--- src/rtl/com_to_mem_fsm_param_if.sv ---
// ---------------------------------------------------------------------------
// com_to_mem_fsm_param_if
// Bundles the UART byte streams and the BRAM port used by the command
// controller.
//   rx_data/rx_valid   : received byte + one-cycle strobe (into controller)
//   tx_data/tx_valid   : byte offered to UART TX (out of controller)
//   tx_ready           : TX accepts when tx_valid && tx_ready
//   mem_addr/mem_wdata : BRAM address / write data (out of controller)
//   mem_we             : one-cycle write strobe
//   mem_rdata          : BRAM read data (into controller)
// master = controller side, slave = UART/BRAM side.
// ---------------------------------------------------------------------------
interface com_to_mem_fsm_param_if #(
  parameter int ADDR_W = 16,
  parameter int DATA_W = 16
);
  logic [7:0]        rx_data;
  logic              rx_valid;
  logic [7:0]        tx_data;
  logic              tx_valid;
  logic              tx_ready;
  logic [ADDR_W-1:0] mem_addr;
  logic [DATA_W-1:0] mem_wdata;
  logic              mem_we;
  logic [DATA_W-1:0] mem_rdata;

  modport master (
    input  rx_data, rx_valid, tx_ready, mem_rdata,
    output tx_data, tx_valid, mem_addr, mem_wdata, mem_we
  );

  modport slave (
    output rx_data, rx_valid, tx_ready, mem_rdata,
    input  tx_data, tx_valid, mem_addr, mem_wdata, mem_we
  );
endinterface

--- src/rtl/com_to_mem_fsm_param.sv ---
// ---------------------------------------------------------------------------
// com_to_mem_fsm_param
// Parses ASCII hex commands from a UART byte stream and drives a single-port
// BRAM:  p<addr><data> writes one word, r<addr> reads one word and replies
// with the word as uppercase hex followed by CR LF. Malformed commands are
// answered with "?" CR LF and leave the memory untouched.
// Ports:
//   clk      : system clock (rising edge)
//   rst_n    : asynchronous active-low reset
//   bus      : UART RX/TX and BRAM signals (master modport)
//   busy     : high whenever the FSM is not in IDLE
//   cmd_err  : one-cycle pulse when a command is rejected
// ---------------------------------------------------------------------------
module com_to_mem_fsm_param #(
  parameter int ADDR_W       = 16,
  parameter int DATA_W       = 16,
  parameter int READ_LATENCY = 1
) (
  input  logic                          clk,
  input  logic                          rst_n,
  com_to_mem_fsm_param_if.master        bus,
  output logic                          busy,
  output logic                          cmd_err
);

  localparam int ADDR_DIGITS = (ADDR_W + 3) / 4;
  localparam int DATA_DIGITS = (DATA_W + 3) / 4;
  localparam int TX_W        = DATA_DIGITS * 4;
  localparam int MAX_DIGITS  = (ADDR_DIGITS > DATA_DIGITS) ? ADDR_DIGITS : DATA_DIGITS;
  localparam int CNT_W       = $clog2(MAX_DIGITS + 1);
  localparam int LAT_W       = $clog2(READ_LATENCY + 1);

  localparam logic [CNT_W-1:0] ADDR_LAST = CNT_W'(ADDR_DIGITS - 1);
  localparam logic [CNT_W-1:0] DATA_LAST = CNT_W'(DATA_DIGITS - 1);
  localparam logic [CNT_W-1:0] DATA_CNT  = CNT_W'(DATA_DIGITS);
  localparam logic [LAT_W-1:0] LAT_LAST  = LAT_W'(READ_LATENCY);

  localparam logic [7:0] CH_CR = 8'h0D;
  localparam logic [7:0] CH_LF = 8'h0A;
  localparam logic [7:0] CH_Q  = 8'h3F;

  typedef enum logic [3:0] {
    IDLE, GET_ADDR, GET_DATA, WRITE, READ_WAIT, TX_DIGIT, TX_CR, TX_LF, TX_ERR
  } state_t;

  state_t            state_q, state_d;
  logic              op_wr_q, op_wr_d;
  logic [CNT_W-1:0]  cnt_q, cnt_d;
  logic [LAT_W-1:0]  lat_q, lat_d;
  logic [ADDR_W-1:0] addr_sh_q, addr_sh_d;
  logic [DATA_W-1:0] data_sh_q, data_sh_d;
  logic [TX_W-1:0]   tx_sh_q, tx_sh_d;
  logic [7:0]        tx_data_q, tx_data_d;
  logic              tx_valid_q, tx_valid_d;
  logic [ADDR_W-1:0] mem_addr_q, mem_addr_d;
  logic [DATA_W-1:0] mem_wdata_q, mem_wdata_d;
  logic              mem_we_q, mem_we_d;
  logic              cmd_err_q, cmd_err_d;

  // {valid, nibble}. '0'..'9' carry their value in the low nibble; letters
  // 'a'/'A' have low nibble 1, so +9 maps them onto 10..15.
  function automatic logic [4:0] hex_decode(input logic [7:0] c);
    if (c >= 8'h30 && c <= 8'h39)
      return {1'b1, c[3:0]};
    else if ((c >= 8'h61 && c <= 8'h66) || (c >= 8'h41 && c <= 8'h46))
      return {1'b1, c[3:0] + 4'd9};
    else
      return 5'b0;
  endfunction

  function automatic logic [7:0] hex_char(input logic [3:0] n);
    if (n < 4'd10) return 8'h30 + {4'h0, n};
    else           return 8'h37 + {4'h0, n};
  endfunction

  logic [4:0]        dec;
  logic              handshake;
  logic              is_p, is_r;
  logic [ADDR_W-1:0] addr_shift;
  logic [DATA_W-1:0] data_shift;
  logic [TX_W-1:0]   tx_load;

  always_comb begin
    dec        = hex_decode(bus.rx_data);
    handshake  = tx_valid_q && bus.tx_ready;
    is_p       = (bus.rx_data == 8'h70) || (bus.rx_data == 8'h50);
    is_r       = (bus.rx_data == 8'h72) || (bus.rx_data == 8'h52);
    // Shift in the new nibble; excess high digits fall off the top.
    addr_shift = ADDR_W'({addr_sh_q, dec[3:0]});
    data_shift = DATA_W'({data_sh_q, dec[3:0]});
    // Zero-extend read data to a whole number of nibbles.
    tx_load    = TX_W'(bus.mem_rdata);

    state_d     = state_q;
    op_wr_d     = op_wr_q;
    cnt_d       = cnt_q;
    lat_d       = lat_q;
    addr_sh_d   = addr_sh_q;
    data_sh_d   = data_sh_q;
    tx_sh_d     = tx_sh_q;
    tx_data_d   = tx_data_q;
    tx_valid_d  = tx_valid_q;
    mem_addr_d  = mem_addr_q;
    mem_wdata_d = mem_wdata_q;
    mem_we_d    = 1'b0;
    cmd_err_d   = 1'b0;

    case (state_q)
      IDLE: begin
        if (bus.rx_valid && (is_p || is_r)) begin
          op_wr_d   = is_p;
          cnt_d     = '0;
          addr_sh_d = '0;
          data_sh_d = '0;
          state_d   = GET_ADDR;
        end
      end

      GET_ADDR: begin
        if (bus.rx_valid) begin
          if (dec[4]) begin
            addr_sh_d = addr_shift;
            if (cnt_q == ADDR_LAST) begin
              cnt_d = '0;
              if (op_wr_q) begin
                state_d = GET_DATA;
              end else begin
                mem_addr_d = addr_shift;
                lat_d      = '0;
                state_d    = READ_WAIT;
              end
            end else begin
              cnt_d = cnt_q + 1'b1;
            end
          end else begin
            cmd_err_d  = 1'b1;
            tx_data_d  = CH_Q;
            tx_valid_d = 1'b1;
            cnt_d      = '0;
            state_d    = TX_ERR;
          end
        end
      end

      GET_DATA: begin
        if (bus.rx_valid) begin
          if (dec[4]) begin
            data_sh_d = data_shift;
            if (cnt_q == DATA_LAST) begin
              cnt_d       = '0;
              mem_addr_d  = addr_sh_q;
              mem_wdata_d = data_shift;
              mem_we_d    = 1'b1;
              state_d     = WRITE;
            end else begin
              cnt_d = cnt_q + 1'b1;
            end
          end else begin
            cmd_err_d  = 1'b1;
            tx_data_d  = CH_Q;
            tx_valid_d = 1'b1;
            cnt_d      = '0;
            state_d    = TX_ERR;
          end
        end
      end

      // mem_we is high for exactly this cycle.
      WRITE: state_d = IDLE;

      // Address is stable from the first READ_WAIT cycle; data is valid
      // READ_LATENCY cycles later and captured at the end of that cycle.
      READ_WAIT: begin
        if (lat_q == LAT_LAST) begin
          tx_data_d  = hex_char(tx_load[TX_W-1 -: 4]);
          tx_sh_d    = tx_load << 4;
          tx_valid_d = 1'b1;
          cnt_d      = CNT_W'(1);
          lat_d      = '0;
          state_d    = TX_DIGIT;
        end else begin
          lat_d = lat_q + 1'b1;
        end
      end

      // cnt_q counts digits already offered (including the one on tx_data).
      TX_DIGIT: begin
        if (handshake) begin
          if (cnt_q == DATA_CNT) begin
            tx_data_d = CH_CR;
            cnt_d     = '0;
            state_d   = TX_CR;
          end else begin
            tx_data_d = hex_char(tx_sh_q[TX_W-1 -: 4]);
            tx_sh_d   = tx_sh_q << 4;
            cnt_d     = cnt_q + 1'b1;
          end
        end
      end

      TX_ERR: begin
        if (handshake) begin
          tx_data_d = CH_CR;
          state_d   = TX_CR;
        end
      end

      TX_CR: begin
        if (handshake) begin
          tx_data_d = CH_LF;
          state_d   = TX_LF;
        end
      end

      TX_LF: begin
        if (handshake) begin
          tx_valid_d = 1'b0;
          state_d    = IDLE;
        end
      end

      default: state_d = IDLE;
    endcase
  end

  always_ff @(posedge clk or negedge rst_n) begin
    if (!rst_n) begin
      state_q     <= IDLE;
      op_wr_q     <= 1'b0;
      cnt_q       <= '0;
      lat_q       <= '0;
      addr_sh_q   <= '0;
      data_sh_q   <= '0;
      tx_sh_q     <= '0;
      tx_data_q   <= '0;
      tx_valid_q  <= 1'b0;
      mem_addr_q  <= '0;
      mem_wdata_q <= '0;
      mem_we_q    <= 1'b0;
      cmd_err_q   <= 1'b0;
    end else begin
      state_q     <= state_d;
      op_wr_q     <= op_wr_d;
      cnt_q       <= cnt_d;
      lat_q       <= lat_d;
      addr_sh_q   <= addr_sh_d;
      data_sh_q   <= data_sh_d;
      tx_sh_q     <= tx_sh_d;
      tx_data_q   <= tx_data_d;
      tx_valid_q  <= tx_valid_d;
      mem_addr_q  <= mem_addr_d;
      mem_wdata_q <= mem_wdata_d;
      mem_we_q    <= mem_we_d;
      cmd_err_q   <= cmd_err_d;
    end
  end

  assign bus.tx_data   = tx_data_q;
  assign bus.tx_valid  = tx_valid_q;
  assign bus.mem_addr  = mem_addr_q;
  assign bus.mem_wdata = mem_wdata_q;
  assign bus.mem_we    = mem_we_q;
  assign busy          = (state_q != IDLE);
  assign cmd_err       = cmd_err_q;

endmodule

--- src/flat_wrapper.sv ---
// flat-port wrapper written by rule: the top's interface ports become plain ports
module com_to_mem_fsm_param_flat 
#(
  parameter int ADDR_W       = 16,
  parameter int DATA_W       = 16,
  parameter int READ_LATENCY = 1
)
  (clk, rst_n, busy, cmd_err, bus_rx_data, bus_rx_valid, bus_tx_ready, bus_mem_rdata, bus_tx_data, bus_tx_valid, bus_mem_addr, bus_mem_wdata, bus_mem_we);
  com_to_mem_fsm_param_if #(.ADDR_W(ADDR_W), .DATA_W(DATA_W)) bus_i ();
  input  logic clk;
  input  logic rst_n;
  output logic busy;
  output logic cmd_err;
  input wire logic [$bits(bus_i.rx_data)-1:0] bus_rx_data;
  input wire logic [$bits(bus_i.rx_valid)-1:0] bus_rx_valid;
  input wire logic [$bits(bus_i.tx_ready)-1:0] bus_tx_ready;
  input wire logic [$bits(bus_i.mem_rdata)-1:0] bus_mem_rdata;
  output wire logic [$bits(bus_i.tx_data)-1:0] bus_tx_data;
  output wire logic [$bits(bus_i.tx_valid)-1:0] bus_tx_valid;
  output wire logic [$bits(bus_i.mem_addr)-1:0] bus_mem_addr;
  output wire logic [$bits(bus_i.mem_wdata)-1:0] bus_mem_wdata;
  output wire logic [$bits(bus_i.mem_we)-1:0] bus_mem_we;
  assign bus_i.rx_data = bus_rx_data;
  assign bus_i.rx_valid = bus_rx_valid;
  assign bus_i.tx_ready = bus_tx_ready;
  assign bus_i.mem_rdata = bus_mem_rdata;
  assign bus_tx_data = bus_i.tx_data;
  assign bus_tx_valid = bus_i.tx_valid;
  assign bus_mem_addr = bus_i.mem_addr;
  assign bus_mem_wdata = bus_i.mem_wdata;
  assign bus_mem_we = bus_i.mem_we;
  com_to_mem_fsm_param #(.ADDR_W(ADDR_W), .DATA_W(DATA_W), .READ_LATENCY(READ_LATENCY)) u_core (.clk(clk), .rst_n(rst_n), .bus(bus_i), .busy(busy), .cmd_err(cmd_err));
endmodule
--- config.mk ---
export PLATFORM = sky130hd
export DESIGN_NAME = com_to_mem_fsm_param_flat
export DESIGN_NICKNAME = d
export VERILOG_FILES = /design/src/rtl/com_to_mem_fsm_param_if.sv /design/src/rtl/com_to_mem_fsm_param.sv /design/src/flat_wrapper.sv
export SDC_FILE = /design/constraint.sdc
export NUM_CORES = 1
export LEC_CHECK = 0
export CAP_MARGIN = 20
export CORE_MARGIN = 8
export CORE_UTILIZATION = 54
export CTS_CLUSTER_SIZE = 25
export DETAILED_ROUTE_END_ITERATION = 16
export PLACE_DENSITY = 0.78
export SLEW_MARGIN = 10
export SYNTH_ARGS = -nofsm -noshare
export SYNTH_HDL_FRONTEND = slang
export SYNTH_SLANG_ARGS = --single-unit
export TNS_END_PERCENT = 50
--- constraint.sdc ---
create_clock -name clk -period 2.46 [get_ports clk]
set_input_delay 0.246 -clock clk [delete_from_list [all_inputs] [get_ports clk]]
set_output_delay 0.246 -clock clk [all_outputs]
set_load 0.01 [all_outputs]
==> impl_metrics.env <==
export IMPL_wl_um=11440
export IMPL_critical_path_class="reg -> reg"
export IMPL_fin_cells=676
export IMPL_synth_main_ff_cell="dfrtp_1"
export IMPL_slew_headroom_pct=66.37
export IMPL_place_ws_ps=-90.24
export IMPL_end_kind="register"
export IMPL_grtUsageMet3_pct=4.402
export IMPL_min_period_over_period_pct=93.81
export IMPL_clkTransAtPathRegs_ps=100
export IMPL_peakVddDrop_mv=0.4423
export IMPL_n_antenna_cell=0
export IMPL_power_per_cell_area_nw_per_um2=873.8
export IMPL_use_met1_pct=26.14
export IMPL_slowest_stage="or4b_2"
export IMPL_h_tree_depth=3
export IMPL_cp_start_kind="register"
export IMPL_max_stage_delay_ps=660
export IMPL_status="finished clean"
export IMPL_grt_use_total_pct=20.21
export IMPL_maxCapViolations=0
export IMPL_worst_path_buf_inv=0
export IMPL_numClockSinks=91
export IMPL_required_ps=2710
export IMPL_syn_nets=510
export IMPL_area_growth_pct=27.82
export IMPL_grt_antenna_before_repair=0
export IMPL_drive_above_1_share_pct=15.76
export IMPL_grt_pass1_wl_um=19260
export IMPL_grt_pass1_vias=3972
export IMPL_dp_final_hpwl_um=8279
export IMPL_clock_latency_ps=370
export IMPL_die_area_um2=11790
export IMPL_nets=604
export IMPL_cts_tree="yes"
export IMPL_drt_vias_per_instance=5.818
export IMPL_synth_enable_flop_cells=0
export IMPL_top_usage_layer="met2"
export IMPL_pin_count=72
export IMPL_drt_initial_drc_count=212
export IMPL_yosys_warnings=0
export IMPL_synth_yosys_seq_area_share_pct=49.20
export IMPL_synthesis_area_per_instance_um2=9.805
export IMPL_drtPass1Iterations=6
export IMPL_fillers=641
export IMPL_design_core_area_um2=8258
export IMPL_root_buffer="clkbuf_8"
export IMPL_final_antenna_net_count=0
export IMPL_io_buffers=70
export IMPL_final_min_clock_period_ps=2308
export IMPL_fmax_mhz=433.3
export IMPL_synth_seq_cells=91
export IMPL_dieHeight_um=108.6
export IMPL_clock_skew_ps=10.87
export IMPL_grtUsageMet2_pct=32.74
export IMPL_synth_area_um2=4628
export IMPL_path_cells="or4b_2 -> a31oi_1 -> nand3b_2 -> mux2_2"
export IMPL_numCtsBuffers=9
export IMPL_rsz0062_at_grt="false"
export IMPL_ys_async_sr_fraction_pct=100.0
export IMPL_slew_viol_final=0
export IMPL_place_gp_congestion=0.9173
export IMPL_worst_slack_ps=152.4
export IMPL_yosysUniqueCellTypes=64
export IMPL_crit_family="simple AND/OR/NAND/NOR gates"
export IMPL_synthCells=472
export IMPL_post_cts_resized=0
export IMPL_setup_viol=0
export IMPL_vias=3933
export IMPL_critPathMaxFanout=7
export IMPL_min_delay_path_class="in -> async"
export IMPL_hold_viol=0
export IMPL_clock_path_buffers=2
export IMPL_avgRoutedWirePerCell_um=16.92
export IMPL_grt_remaining_overflow=0
export IMPL_rows=33
export IMPL_start_util_pct=56.05
export IMPL_leakagePower_nw=2.734
export IMPL_arrival_ps=2560
export IMPL_die_w_um=108.6
export IMPL_drc=0
export IMPL_grt_max_degree=71
export IMPL_placed_cells=659
export IMPL_worst_slew_pin_slew_ps=497.5
-- area by class of cell --
| type | count | area (um2) | area share [%] |
|---|---|---|---|
| Clock buffer | 10 | 127.6 | 2.157 |
| Clock inverter | 6 | 73.82 | 1.248 |
| Multi-Input combinational cell | 334 | 2160 | 36.51 |
| Inverter | 18 | 67.56 | 1.142 |
| Timing Repair Buffer | 112 | 1079 | 18.23 |
| Sequential cell | 91 | 2277 | 38.49 |
| Tap cell | 105 | 131.4 | 2.221 |
-- synth_stat cells (all sizes together) (4+ instances only) --
master / count / area share, %
a21oi: 10 / 1.1
and3: 4 / 0.54
buf: 16 / 1.9
clkbuf: 13 / 1.1
dfrtp: 91 / 49
ha: 10 / 2.7
inv: 18 / 1.5
mux2: 23 / 5.6
mux2i: 23 / 5.0
nand2: 89 / 7.2
nand2b: 4 / 0.54
nand3: 29 / 3.1
nor2: 14 / 1.1
o211ai: 5 / 0.92
o21ai: 54 / 5.8
o31ai: 4 / 0.65
or4b: 4 / 0.87
xnor2: 4 / 0.76
-- layer usage --
| metal | share of wire (%) | up-vias |
|---|---|---|
| met5 | 0 | - |
| met4 | 1.9 | 0 |
| met3 | 6.3 | 21 |
| met2 | 49 | 130 |
| met1 | 43 | 1915 |
| li1 | - | 1867 |
-- what timing repair did --
item	in CTS	in global routing
hold buffers	1	0
buffers inserted	0	0
endpoints found under the hold margin	21	0
-- flip-flops by register name, summed over array words and instances, names as in the netlist --
signal                cells
u_core.addr_sh_q         16
u_core.bus.mem_addr      16
u_core.bus.mem_wdata     16
u_core.data_sh_q         12
u_core.tx_sh_q           12
u_core.bus.tx_data        7
u_core.state_q            4
u_core.cnt_q              3
u_core.bus.mem_we         1
u_core.bus.tx_valid       1
u_core.cmd_err            1
u_core.lat_q              1
u_core.op_wr_q            1
-- path summary, 6_finish.rpt --
| path | start | end | slack (ps) | cells after the start |
|---|---|---|---|---|
| worst max-delay path | u_core.state_q[2] | u_core.bus.tx_data[0] | 150 | 4 |
| min in group clk | bus_mem_rdata[1] | u_core.tx_sh_q[5] | 430 | 3 |
| worst min register to register | u_core.bus.mem_addr[12] | u_core.bus.mem_addr[12] | 480 | 2 |
| worst min-delay path | rst_n | u_core.tx_sh_q[13] | 300 | 2 |
| worst max register to register | u_core.state_q[2] | u_core.bus.tx_data[0] | 150 | 4 |
| max in group asynchronous | rst_n | u_core.state_q[3] | 1490 | 3 |
-- metrics by stage --
stage                     hold WS (ps)  power [mW]  setup TNS (ps)  util, %  cell area (um2)
after floorplan                 -49.59       3.367               0        -             4628
after detailed placement         165.7       4.116          -845.9    69.08             5704
after global routing             320.0       5.472               0    71.64             5916
after CTS                        306.5       5.176               0    71.64             5916
final                            304.1       5.169               0    71.64             5916
after global placement           153.7       4.032               0    69.08             5704
-- cell usage in the layout, fill, tap and decap left out, drive strengths merged, types with 3 or more instances in the layout --
| cell type | n |
|---|---|
| dfrtp | 91 |
| nand2 | 89 |
| clkdlybuf4s50 | 69 |
| o21ai | 54 |
| buf | 42 |
| nand3 | 29 |
| mux2i | 23 |
| mux2 | 23 |
| inv | 19 |
| nor2 | 14 |
| a21oi | 10 |
| ha | 10 |
| clkbuf | 10 |
| o211ai | 5 |
| and3 | 4 |
| xnor2 | 4 |
| nand2b | 4 |
| o31ai | 4 |
| or4b | 4 |
| nor3 | 3 |
| a31oi | 3 |
| a221o | 3 |
| a211o | 3 |
| a221oi | 3 |
-- power by group --
part	switching (mW)	total, mW	internal, mW
registers	0.203	1.94	1.74
logic	1.15	2.18	1.03
clock network	0.562	1.04	0.481
-- kinds of logic (layout without fill, tap and decap cells) --
| logic type | after synthesis | in the layout | share of synthesized area, % |
|---|---|---|---|
| mux | 46 | 46 | 10.57 |
| other cells | 1 | 1 | 0.08103 |
| simple gates | 162 | 162 | 16.41 |
| buf+inv | 47 | 146 | 4.406 |
| xor+xnor | 4 | 4 | 0.7569 |
| fa+ha+maj | 10 | 10 | 2.703 |
| compound gates | 111 | 111 | 15.87 |
| flops | 91 | 91 | 49.20 |
No activity file was read; power rests on OpenSTA's default activity.
==> RTL edit 1 (config.mk and constraints unchanged) <==
Encoding of `state_t`: now one-hot (9 bits for 9 states).
--- a/src/rtl/com_to_mem_fsm_param.sv
+++ b/src/rtl/com_to_mem_fsm_param.sv
@@ -39,8 +39,8 @@
   localparam logic [7:0] CH_LF = 8'h0A;
   localparam logic [7:0] CH_Q  = 8'h3F;
 
-  typedef enum logic [3:0] {
-    IDLE, GET_ADDR, GET_DATA, WRITE, READ_WAIT, TX_DIGIT, TX_CR, TX_LF, TX_ERR
+  typedef enum logic [8:0] {
+    IDLE = 9'b000000001, GET_ADDR = 9'b000000010, GET_DATA = 9'b000000100, WRITE = 9'b000001000, READ_WAIT = 9'b000010000, TX_DIGIT = 9'b000100000, TX_CR = 9'b001000000, TX_LF = 9'b010000000, TX_ERR = 9'b100000000
   } state_t;
 
   state_t            state_q, state_d;
Formal check against the unedited RTL: same outputs for any inputs over 4 cycles, from zero or initial values and one cycle with rst_n low; so few cycles prove little.
==> RTL edit 1 against the original RTL <==
- core utilization is 1.5 points lower
- cell count up 11%
- design area increased by 7.5%
- critical path depth is 5 higher
- routed wire length up 4.4%
- total power fell by 11%
- setup slack got worse by 0.080 ns
- synthesized area rose by 7.1%
- clock power down 5%
- sequential cell count grew 5
- combinational power decreased by 23%
- non-clock buffer count is 17 higher
- critical endpoint is now u_core.bus.tx_data[6]
- largest cell class unchanged
==> RTL edit 1: results (changes against the original RTL) <==
** Status
- The run finished with clean final reports.

** Global route
- Total GRT Usage :: 20.01% (-0.20 points)
- Met1 layer usage reported by global route :: 23.47% (-2.7 points)
- Vias in the first global route :: 4445 (+12%)
- The met2 usage in global routing came to 34.73% (+2.0 points).
- Global-route wire length before repair :: 20.89 mm (+8.4%)
- Maximum number of pins on one net before global-route repair :: 59 (-17%)

** Placement
- Placed wire-length estimate after detailed placement :: 9.045 mm (+9.3%)
- Post-placement worst setup slack :: -0.3163 ns (-0.2261 ns)

** STA
- The setup skew after layout was 0.008705 ns (-0.002162 ns).
- Worst Max-Slew Pin Slew :: 0.4855 ns (-0.01193 ns)

** Power and ir drop
- Clock share of power :: 21.5% (+1.3 points)
- VDD IR-drop max :: 532.0 uV (+20%)

** Routing
- Number of vias after detailed routing :: 4152 (+5.6%)
- Met3 routed WL :: 684 um (-4.6%)
- Number of DRC markers after the initial detailed-route iteration :: 227 (+7.1%)
- The number of detailed-routing iterations run before antenna repair was 5 (-1).
- The wire length on met1 is 5.001 mm (+2.0%).

** Synth
- Counting instances in the post-synthesis netlist gives the leading cell types as nand2_1, dfrtp_1, o21ai_0.
- Number of distinct library cells after synthesis :: 66 (+3.1%)
- The number of nets in the synthesized netlist was 559 (+9.6%).
- Cell types occupying the most area after synthesis :: dfrtp_1, nand2_1, o21ai_0, mux2i_1, mux2_2

** Worst setup path
- Critical path peak fanout :: 6 (-1)
- The endpoint identified for the worst register-to-register timing path is u_core.bus.tx_data[6].
- Reg2reg start :: u_core.state_q[4]
- The most critical setup path has its startpoint at bus_rx_data[0].

** Finish
- The fraction of final layout cells sized beyond drive strength 1 is 19.00% (+3.2 points).
[RTL edit 1: cell count changes in the layout (fill, tap and decap cells not counted), moves of 5 or more]
cell / unedited run / this run
nor3_1: 3 / 8
mux2_2: 22 / 15
a21oi_1: 10 / 25
o21ai_1: 4 / 13
buf_4: 37 / 54
nand2_1: 89 / 104
o21ai_2: 0 / 7
nor2_1: 14 / 27
nand4_1: 1 / 7
nand3_1: 29 / 4
[RTL edit 1: critical path, stage by stage]
cell and delay, ns:
clkdlybuf4s50_1 0.47, inv_1 0.06, ha_1 0.23, o21bai_1 0.18, a2111o_1 0.34, buf_4 0.19
nand4_1 0.22, a21oi_2 0.34, mux2_2 0.37
[RTL edit 1: how the worst max path moves through the flow]
| stage | endpoint | slack [ns] | cells past startpoint |
|---|---|---|---|
| 3_3_place_gp | u_core.op_wr_q | -0.26 | 8 |
| 5_1_grt | u_core.addr_sh_q[5] | -0.003 | 11 |
| 6_report | u_core.bus.tx_data[6] | 0.07 | 9 |
| 2_1_floorplan | u_core.bus.tx_data[3] | 0.13 | 7 |
| 3_5_place_dp | u_core.bus.mem_addr[0] | -0.32 | 9 |
| 4_1_cts | u_core.bus.mem_addr[0] | 0.03 | 9 |
[RTL edit 1: logic make-up (layout without fill, tap and decap cells)]
logic type	Yosys count	in the layout	synth area share, %
AO/OA/AOI/OAI	132	132	17.07
XOR/XNOR	10	10	1.768
adder cells (fa/ha/maj)	10	10	2.525
buffers and inverters	46	162	4.495
flip-flops	96	96	48.51
multiplexers	37	37	7.879
other	1	1	0.07568
AND/OR/NAND/NOR	189	189	17.68
[RTL edit 1: cell type report]
class	count	area share [%]
clock inverter	7	0.9640
inverter	17	1.003
sequential	96	37.79
multi-input combinational	379	37.14
tap	111	2.184
timing repair buffer	129	18.97
clock buffer	9	1.948
==> RTL edit 2 (same flow settings) <==
Made on the original files. `DATA_W` is set to 16 in 3 places; all go to 32.
--- a/src/rtl/com_to_mem_fsm_param_if.sv
+++ b/src/rtl/com_to_mem_fsm_param_if.sv
@@ -12,7 +12,7 @@
 // ---------------------------------------------------------------------------
 interface com_to_mem_fsm_param_if #(
   parameter int ADDR_W = 16,
-  parameter int DATA_W = 16
+  parameter int DATA_W = 32
 );
   logic [7:0]        rx_data;
   logic              rx_valid;
--- a/src/rtl/com_to_mem_fsm_param.sv
+++ b/src/rtl/com_to_mem_fsm_param.sv
@@ -13,7 +13,7 @@
 // ---------------------------------------------------------------------------
 module com_to_mem_fsm_param #(
   parameter int ADDR_W       = 16,
-  parameter int DATA_W       = 16,
+  parameter int DATA_W       = 32,
   parameter int READ_LATENCY = 1
 ) (
   input  logic                          clk,
--- a/src/flat_wrapper.sv
+++ b/src/flat_wrapper.sv
@@ -2,7 +2,7 @@
 module com_to_mem_fsm_param_flat 
 #(
   parameter int ADDR_W       = 16,
-  parameter int DATA_W       = 16,
+  parameter int DATA_W       = 32,
   parameter int READ_LATENCY = 1
 )
   (clk, rst_n, busy, cmd_err, bus_rx_data, bus_rx_valid, bus_tx_ready, bus_mem_rdata, bus_tx_data, bus_tx_valid, bus_mem_addr, bus_mem_wdata, bus_mem_we);
Interface: changed (resized bus_mem_rdata and bus_mem_wdata); port bits go from 72 to 104. The function was not compared with the original's and may differ.
==> RTL edit 2 against the original RTL <==
- count of clock-buffer cells in the layout rose by 9
- non-clock buffer count grew 51
- worst hold slack gained 0.062 ns
- setup slack got worse by 0.078 ns
- synthesized cell count grew 36%
- largest power group unchanged
- die area increased by 40%
- first-iteration DRC count rose by 100%
- design area increased by 55%
- highest routed layer unchanged
- total power grew 73%
- core utilization is 1.8 points higher
- sequential cell count rose by 49
- synthesized area grew 48%
- routed wire length increased by 50%
- clock power grew to 2.5 times the old value
==> RTL edit 2: results (changes against the original RTL) <==
** Status
- Outcome :: completed

** Synth
- The number of distinct library cells after synthesis came to 69 (+7.8%).
- By count the netlist is led by dfrtp_1, nand2_1, mux2_2.
- Cell types occupying the most area after synthesis :: dfrtp_1, mux2_2, mux2_1, nand2_1, o21ai_1
- Number of nets produced by synthesis :: 696 (+36%)
- Xor/xnor share of the synthesized area :: 0.5128% (-0.24 points)
- The share of cell area taken by muxes after synthesis came to 17.01% (+6.4 points).
- The average size of a mapped cell came to 10.61 um^2 (+8.2%).

** Routing
- Met3 routed WL :: 1.191 mm (+66%)
- First drt pass iteration count :: 5 (-1)
- The overall routed net length is 17.21 mm (+50%).
- Number of vias after detailed routing :: 5498 (+40%)
- Number of DRC markers after the initial detailed-route iteration :: 431 (+100%)
- The wire length on met1 came to 7.246 mm (+48%).
- Metal2 WL :: 8.464 mm (+51%)

** Global route
- The global routing usage on met3 came to 7.034% (+2.6 points).
- Met1 layer usage reported by global route :: 26.62% (+0.49 points)
- Met2 Resource Use GR :: 36.18% (+3.4 points)
- Global-route wire length before repair :: 28.86 mm (+50%)
- The via count of the first global-routing pass came to 5793 (+46%).

** Worst setup path
- Reg2reg start :: u_core.state_q[1]
- The cell depth of the worst flop-to-flop path was 6 (+2).
- The largest stage delay on the critical path is 0.52 ns (-0.14 ns).
- R2R setup slack :: 0.08 ns (-0.07 ns)
- The critical path starts at bus_rx_data[6].
- On the critical path, the stage with the largest delay is an instance of clkdlybuf4s50_1.

** Placement
- The count of input and output buffers was 102 (+46%).
- The placed instance area was 8514 um^2 (+49%).
- The detailed placer's ending HPWL was 12.34 mm (+49%).
- The cell total after placement came to 939 (+42%).
- GPL Wtd Cong :: 0.9122 (-0.56%)

** Finish
- Fraction of layout cells with a size suffix above 1 :: 19.50% (+3.7 points)
- The sequential fraction of total cell area came to 38.28% (-0.22 points).
- The multi-input combinational cell area came to 3134 um^2 (+45%).
- Net count reported at finish :: 839 (+39%)
- The number of non-filler instances in the completed layout came to 972 (+44%).
- Number of filler instances in the final layout :: 901 (+41%)
- The inverter count of the layout excluding clock inverters is 20 (+2).

** STA
- Hold slack final :: 0.3660 ns (+0.06192 ns)

** Clock network
- The number of buffers added by the clock tree synthesis step was 17 (+8).
- H-tree depth :: 4 (+1)
- Clock tree synthesis selected as its root buffer the cell clkbuf_16.
- The insertion delay of the later-clocked pin in the worst-skew pair is 0.42 ns (+0.05 ns).

** Power and ir drop
- VDD IR-drop max :: 640.7 uV (+45%)
- Static Leak :: 4.106 nW (+50%)
[RTL edit 2: cell types whose count changed after synthesis, moves of 7 or more]
cell / unedited run / this run
dfrtp_1: 91 / 140
mux2_1: 1 / 43
o21ai_1: 4 / 43
o21ai_0: 50 / 16
nand3_1: 29 / 4
mux2_2: 22 / 46
nor2_1: 14 / 33
a21oi_1: 10 / 28
clkbuf_1: 13 / 26
nor3_1: 3 / 11
mux2i_1: 23 / 16
[RTL edit 2: through the flow]
stage	worst slack [ns]	utilization [%]	setup TNS [ns]	power [mW]
final	0.07485	73.42	0	8.927
after global routing	0.008991	73.42	0	9.423
after CTS	0.09762	73.36	0	8.961
after detailed placement	-0.5949	68.30	-26.55	6.279
after global placement	-0.3852	68.30	-17.44	6.132
after floorplan	0.03984	-	0	5.139
[RTL edit 2: where the power goes]
group,switching [mW],leakage [nW],internal [mW],total [mW]
clock network,0.994,0.305,1.65,2.65
registers,0.332,1.84,2.77,3.10
logic,1.56,1.96,1.62,3.18
